File: config.mk
export PLATFORM = sky130hd
export DESIGN_NAME = scoreboard_match_ctrl
export DESIGN_NICKNAME = d
export VERILOG_FILES = /design/src/rtl/scoreboard_match_ctrl.sv
export SDC_FILE = /design/constraint.sdc
export NUM_CORES = 1
export LEC_CHECK = 0
export CAP_MARGIN = 20
export CORE_MARGIN = 2
export CORE_UTILIZATION = 45
export CTS_BUF_LIST = sky130_fd_sc_hd__clkbuf_2 sky130_fd_sc_hd__clkbuf_4 sky130_fd_sc_hd__clkbuf_8
export DETAILED_ROUTE_END_ITERATION = 6
export PLACE_DENSITY = 0.68
export SYNTH_ARGS = -nofsm -noshare
export SYNTH_HDL_FRONTEND = slang
export SYNTH_SLANG_ARGS = --single-unit
File: constraint.sdc
create_clock -name clk_1khz_i -period 4.17 [get_ports clk_1khz_i]
set_clock_uncertainty 0.1 [all_clocks]
set_input_delay 0.6255 -clock clk_1khz_i [delete_from_list [all_inputs] [get_ports clk_1khz_i]]
set_output_delay 0.6255 -clock clk_1khz_i [all_outputs]
set_load 0.05 [all_outputs]
File: src/rtl/scoreboard_match_ctrl.sv
// scoreboard_match_ctrl
//   Match controller for the two-player scoreboard: arbitrates point pulses,
//   owns both scores with a one-level undo, detects the winner and sequences
//   the shared two-digit display (BCD digits plus blank strobe).
//
// Ports
//   clk_1khz_i      system clock, rising edge
//   rst_i           asynchronous active-high reset
//   point_p1_i      one-cycle pulse, player 1 claims a point
//   point_p2_i      one-cycle pulse, player 2 claims a point
//   undo_i          one-cycle pulse, revoke last accepted point
//   score_p1_o      player 1 score (binary)
//   score_p2_o      player 2 score (binary)
//   disp_player_o   displayed player (0 = P1, 1 = P2)
//   disp_tens_o     BCD tens of displayed score (one cycle behind selection)
//   disp_ones_o     BCD ones of displayed score (one cycle behind selection)
//   blank_o         display blank strobe
//   game_over_o     high while in GAME_OVER
//   winner_o        winning player, valid while game_over_o = 1
//
// state        | meaning
// -------------+-------------------------------------------------------
// ST_PLAY      | accepting point and undo pulses
// ST_LOCKOUT   | ignoring all pulses for LOCKOUT_CYC cycles after a point
// ST_GAME_OVER | winner shown blinking; undo resumes, a point starts anew
module scoreboard_match_ctrl #(
  parameter int WIN_SCORE   = 21,
  parameter int SHOW_CYC    = 2000,
  parameter int LOCKOUT_CYC = 200,
  parameter int BLINK_CYC   = 250
) (
  input  logic       clk_1khz_i,
  input  logic       rst_i,
  input  logic       point_p1_i,
  input  logic       point_p2_i,
  input  logic       undo_i,
  output logic [6:0] score_p1_o,
  output logic [6:0] score_p2_o,
  output logic       disp_player_o,
  output logic [3:0] disp_tens_o,
  output logic [3:0] disp_ones_o,
  output logic       blank_o,
  output logic       game_over_o,
  output logic       winner_o
);

  localparam int SHOW_W  = (SHOW_CYC    > 1) ? $clog2(SHOW_CYC)    : 1;
  localparam int LOCK_W  = (LOCKOUT_CYC > 1) ? $clog2(LOCKOUT_CYC) : 1;
  localparam int BLINK_W = (BLINK_CYC   > 1) ? $clog2(BLINK_CYC)   : 1;

  localparam logic [6:0]         WIN_Q      = 7'(WIN_SCORE);
  localparam logic [SHOW_W-1:0]  SHOW_LAST  = SHOW_W'(SHOW_CYC - 1);
  localparam logic [LOCK_W-1:0]  LOCK_LOAD  = LOCK_W'(LOCKOUT_CYC - 1);
  localparam logic [BLINK_W-1:0] BLINK_LOAD = BLINK_W'(BLINK_CYC - 1);

  typedef enum logic [1:0] {
    ST_PLAY      = 2'd0,
    ST_LOCKOUT   = 2'd1,
    ST_GAME_OVER = 2'd2
  } state_t;

  state_t             state_q;
  logic [6:0]         score_p1_q, score_p2_q;
  logic               disp_player_q, blank_q, game_over_q, winner_q;
  logic [3:0]         disp_tens_q, disp_ones_q;
  logic               rr_p2_q;       // round-robin priority: 1 = P2 wins a tie
  logic               hist_valid_q;
  logic               last_p2_q;     // last accepted scorer
  logic [SHOW_W-1:0]  show_cnt_q;
  logic [LOCK_W-1:0]  lock_cnt_q;
  logic [BLINK_W-1:0] blink_cnt_q;

  logic       any_point_d, grant_p2_d;
  logic [6:0] inc_score_d, sel_score_d;
  logic [3:0] tens_d, ones_d;

  always_comb begin
    any_point_d = point_p1_i | point_p2_i;
    // P2 is granted when it presses alone, or on a tie while holding priority
    grant_p2_d  = point_p2_i & (~point_p1_i | rr_p2_q);
    inc_score_d = (grant_p2_d ? score_p2_q : score_p1_q) + 7'd1;
    sel_score_d = disp_player_q ? score_p2_q : score_p1_q;
    tens_d      = 4'(sel_score_d / 7'd10);
    ones_d      = 4'(sel_score_d % 7'd10);
  end

  always_ff @(posedge clk_1khz_i or posedge rst_i) begin
    if (rst_i) begin
      state_q       <= ST_PLAY;
      score_p1_q    <= '0;
      score_p2_q    <= '0;
      disp_player_q <= 1'b0;
      disp_tens_q   <= '0;
      disp_ones_q   <= '0;
      blank_q       <= 1'b0;
      game_over_q   <= 1'b0;
      winner_q      <= 1'b0;
      rr_p2_q       <= 1'b0;
      hist_valid_q  <= 1'b0;
      last_p2_q     <= 1'b0;
      show_cnt_q    <= '0;
      lock_cnt_q    <= '0;
      blink_cnt_q   <= '0;
    end else begin
      disp_tens_q <= tens_d;
      disp_ones_q <= ones_d;

      // Alternation runs in PLAY/LOCKOUT; event branches below override it.
      if (state_q != ST_GAME_OVER) begin
        if (show_cnt_q == SHOW_LAST) begin
          show_cnt_q    <= '0;
          disp_player_q <= ~disp_player_q;
        end else begin
          show_cnt_q <= show_cnt_q + 1'b1;
        end
      end

      case (state_q)
        ST_PLAY: begin
          if (undo_i) begin
            // undo wins over any coincident point pulse
            if (hist_valid_q) begin
              if (last_p2_q) score_p2_q <= score_p2_q - 7'd1;
              else           score_p1_q <= score_p1_q - 7'd1;
              hist_valid_q  <= 1'b0;
              disp_player_q <= last_p2_q;
              show_cnt_q    <= '0;
            end
          end else if (any_point_d) begin
            if (grant_p2_d) score_p2_q <= inc_score_d;
            else            score_p1_q <= inc_score_d;
            if (point_p1_i && point_p2_i) rr_p2_q <= ~grant_p2_d;
            last_p2_q     <= grant_p2_d;
            hist_valid_q  <= 1'b1;
            disp_player_q <= grant_p2_d;
            show_cnt_q    <= '0;
            if (inc_score_d == WIN_Q) begin
              state_q     <= ST_GAME_OVER;
              winner_q    <= grant_p2_d;
              game_over_q <= 1'b1;
              blank_q     <= 1'b0;
              blink_cnt_q <= BLINK_LOAD;
            end else begin
              state_q    <= ST_LOCKOUT;
              lock_cnt_q <= LOCK_LOAD;
            end
          end
        end

        ST_LOCKOUT: begin
          if (lock_cnt_q == '0) state_q    <= ST_PLAY;
          else                  lock_cnt_q <= lock_cnt_q - 1'b1;
        end

        ST_GAME_OVER: begin
          if (blink_cnt_q == '0) begin
            blank_q     <= ~blank_q;
            blink_cnt_q <= BLINK_LOAD;
          end else begin
            blink_cnt_q <= blink_cnt_q - 1'b1;
          end
          if (undo_i) begin
            if (hist_valid_q) begin
              if (winner_q) score_p2_q <= score_p2_q - 7'd1;
              else          score_p1_q <= score_p1_q - 7'd1;
              hist_valid_q  <= 1'b0;
              blank_q       <= 1'b0;
              game_over_q   <= 1'b0;
              disp_player_q <= winner_q;
              show_cnt_q    <= '0;
              state_q       <= ST_PLAY;
            end
          end else if (any_point_d) begin
            // new game: the pulse only clears, it does not score
            score_p1_q    <= '0;
            score_p2_q    <= '0;
            hist_valid_q  <= 1'b0;
            blank_q       <= 1'b0;
            game_over_q   <= 1'b0;
            disp_player_q <= 1'b0;
            show_cnt_q    <= '0;
            state_q       <= ST_PLAY;
          end
        end

        default: state_q <= ST_PLAY;
      endcase
    end
  end

  assign score_p1_o    = score_p1_q;
  assign score_p2_o    = score_p2_q;
  assign disp_player_o = disp_player_q;
  assign disp_tens_o   = disp_tens_q;
  assign disp_ones_o   = disp_ones_q;
  assign blank_o       = blank_q;
  assign game_over_o   = game_over_q;
  assign winner_o      = winner_q;

endmodule
==> reports/results.ini <==
[synth]
syn_nets=480
syn_avg_cell_area_um2=8.59
synth-seq-area-share_pct=36.4
yosys_warnings=0
ys_types=70
ys_ff_latch=58
async_flop_share_pct=100
synth_enable_flop_cells=0
ys.flop_type=dfrtp_1
synthCells=464
synthesis.area_um2=3980

[timing]
fmax_mhz=264
slew_headroom_pct=51.8
worstMarginPinSlew_ps=722
period_needed_ps=3790
setup_viol=0
finalCritPeriodShare_pct=90.8
final_max_slew_viol_count=0
rsz0062_at_grt=no
hold_viol=0
timing.setup.tns_ps=0

[cells_and_area]
final_cells=611
antenna_cells=0
layout_commonest_cell=dfrtp_1
multi_input_area_um2=2360
mostFrequentLayoutCells=58 x dfrtp_1, 47 x o21ai_0, 39 x nor2_1, 39 x nand2_1, 30 x clkdlybuf4s50_1
fillers=800
ff_latch_area_um2=1450
drive_gt1_share_pct=9.15
synthToLayoutAreaGrowth_pct=15.9
fin_nets=514

[worst_setup_path]
path_common_cell=nor2b_1
slowest_delay_ps=460
worstPathMaxFanout=10
critPathSlowestCell=dfrtp_1
crit_family=compound AO/OA/AOI/OAI gates
r2r_slack_ps=380
critPathBufInv=1
worstPathRequired_ps=4280
worstReg2RegStart=score_p1_o[6]
rr_endpoint=disp_ones_o[1]
worstPathCellList=nor2b_1 > and3b_1 > a311oi_1 > ha_2 > a21boi_0 > o221ai_1 > nor2b_1 > o31a_1 > nand2_1 > xor2_1 > inv_1 > ha_1 > o21a_1 > a211o_1 > o2bb2ai_1
rr_worst_depth=15
crit_path_start_kind=flip-flop
cp.arrival_ps=3900
end_kind=flip-flop
path_class=flip-flop to flip-flop

[cts]
cts_buffer_depth=2
cts.clk_slew.worst_paths_ps=70
cts_tree=done
htreeDepth=3
post-cts-setup-buffers=0
cts_buffers=9
cts_root_buffer=clkbuf_8
clk_latency_ps=330
cts_sinks=58

[drt]
drt.antenna.violating_nets=0
totalWireLength_um=9710
firstDrtPassIters=5
drt-vias-per-instance=5.99
wl_per_cell_um=15.9
vias=3660
drc_errors=0
drt_iter0_drc=176

[global_route]
antenna_found_initial=0
grt_use_total_pct=20.7
grt_pass1_vias=3428
grt_max_degree=35
grt_pass1_wl_um=16300
grt_overflow_total=0

[worst_hold_path]
min_path_cells=1
worst_hold_path.endpoint=blink_cnt_q[0]
worst_hold_path_type=flip-flop to flip-flop
hp-start=blink_cnt_q[0]

[floorplanning]
die-area_um2=9620
fp-row-count=34
die_w_um=98.1
core_area_um2=8640
fp.dieH_um=98.1
pin_count=31
initial_core_util_pct=46.1

[power]
peakVddDrop_uv=369
powerDensity_nw_per_um2=837
power.leakage_nw=1.87

[place]
portBuffers=30
dp.final_hpwl_um=7150
dp.cells=595
place.gp.congestion=0.922

[outcome]
status=completed

[run]
drv_cap=0

==> logic make-up after synthesis <==
logic type / synth area share [%]
fa+ha+maj: 3.45
xor+xnor: 4.62
flops: 36.4
buf+inv: 4.49
mux: 4.11
compound gates: 25.4
simple gates: 21.5
==> where the power goes <==
part	leakage, nW	internal [mW]	switching [mW]	total [mW]
combinational	1.06	0.905	1.43	2.33
clock	0.105	0.301	0.224	0.525
sequential	0.705	0.763	0.244	1.01
total	1.87	1.97	1.90	3.87
==> stage by stage <==
step | total power, mW | utilization [%] | hold WS [ps] | cell area (um^2) | worst slack, ps
2_1_floorplan | 2.71 | - | 373 | 3980 | 46.5
3_3_place_gp | 3.28 | 51.2 | 396 | 4420 | 410
3_5_place_dp | 3.32 | 51.2 | 399 | 4420 | 329
4_1_cts | 3.86 | 53.4 | 410 | 4610 | 326
5_1_grt | 4.15 | 53.5 | 428 | 4620 | 62.4
6_report | 3.87 | 53.5 | 406 | 4620 | 382
==> final cells by class <==
cell class | count | area share (%)
clock inverter | 3 | 0.867
multi-input combinational | 361 | 51.0
inverter | 28 | 2.28
tap | 108 | 2.93
clock buffer | 13 | 3.33
timing repair buffer | 40 | 8.13
sequential | 58 | 31.4
==> cell usage after synthesis (9+ instances only) <==
cell type  instances  area share (%)
xor2_1             9             2.0
nor2_1            39             3.7
a21oi_1           23             2.9
clkbuf_1          13             1.2
xnor2_1           12             2.6
nand2_1           39             3.7
nor2b_1            9             1.4
ha_1              11             3.5
o21ai_0           47             5.9
inv_1             28             2.6
a31oi_1           12             1.9
dfrtp_1           58              36
nor3_1            18             2.3
nand3_1           17             2.1
==> per-layer routing <==
layer | vias up | routed length (um) | track usage [%]
met5 | - | 0 | 0
met4 | 0 | 172 | 7.37
met3 | 18 | 484 | 5.08
met2 | 118 | 4530 | 31.9
met1 | 1737 | 4520 | 28.4
li1 | 1787 | - | -
==> what timing repair did <==
action | in CTS | in global routing
setup endpoints to repair | 0 | 1
hold buffers | 0 | 0
endpoints found under the hold margin | 0 | 0
resized for setup | 0 | 1
==> worst max-delay path by stage <==
| stage | start | to | cells past startpoint |
|---|---|---|---|
| 3_3_place_gp | point_p1_i | blank_o | 11 |
| 3_5_place_dp | point_p1_i | blank_o | 11 |
| 2_1_floorplan | disp_player_o | disp_ones_o[1] | 17 |
| 6_report | score_p1_o[6] | disp_ones_o[1] | 15 |
| 4_1_cts | score_p1_o[6] | disp_ones_o[1] | 15 |
| 5_1_grt | score_p1_o[6] | disp_ones_o[1] | 15 |
==> registers in the layout, summed over array words and instances (netlist names) <==
name           cells
show_cnt_q        11
blink_cnt_q        8
lock_cnt_q         8
score_p1_o         7
score_p2_o         7
disp_ones_o        4
disp_tens_o        4
state_q            2
blank_o            1
disp_player_o      1
game_over_o        1
hist_valid_q       1
last_p2_q          1
rr_p2_q            1
winner_o           1
==> worst register-to-register path, delay by kind of cell, from the launching register on <==
family	cells	cell delay [ps]
compound gates	7	1520
simple gates	4	660
fa+ha+maj	2	590
flops	1	460
xor+xnor	1	250
buf+inv	1	70
Note: power is estimated with default switching activity, not from simulation.
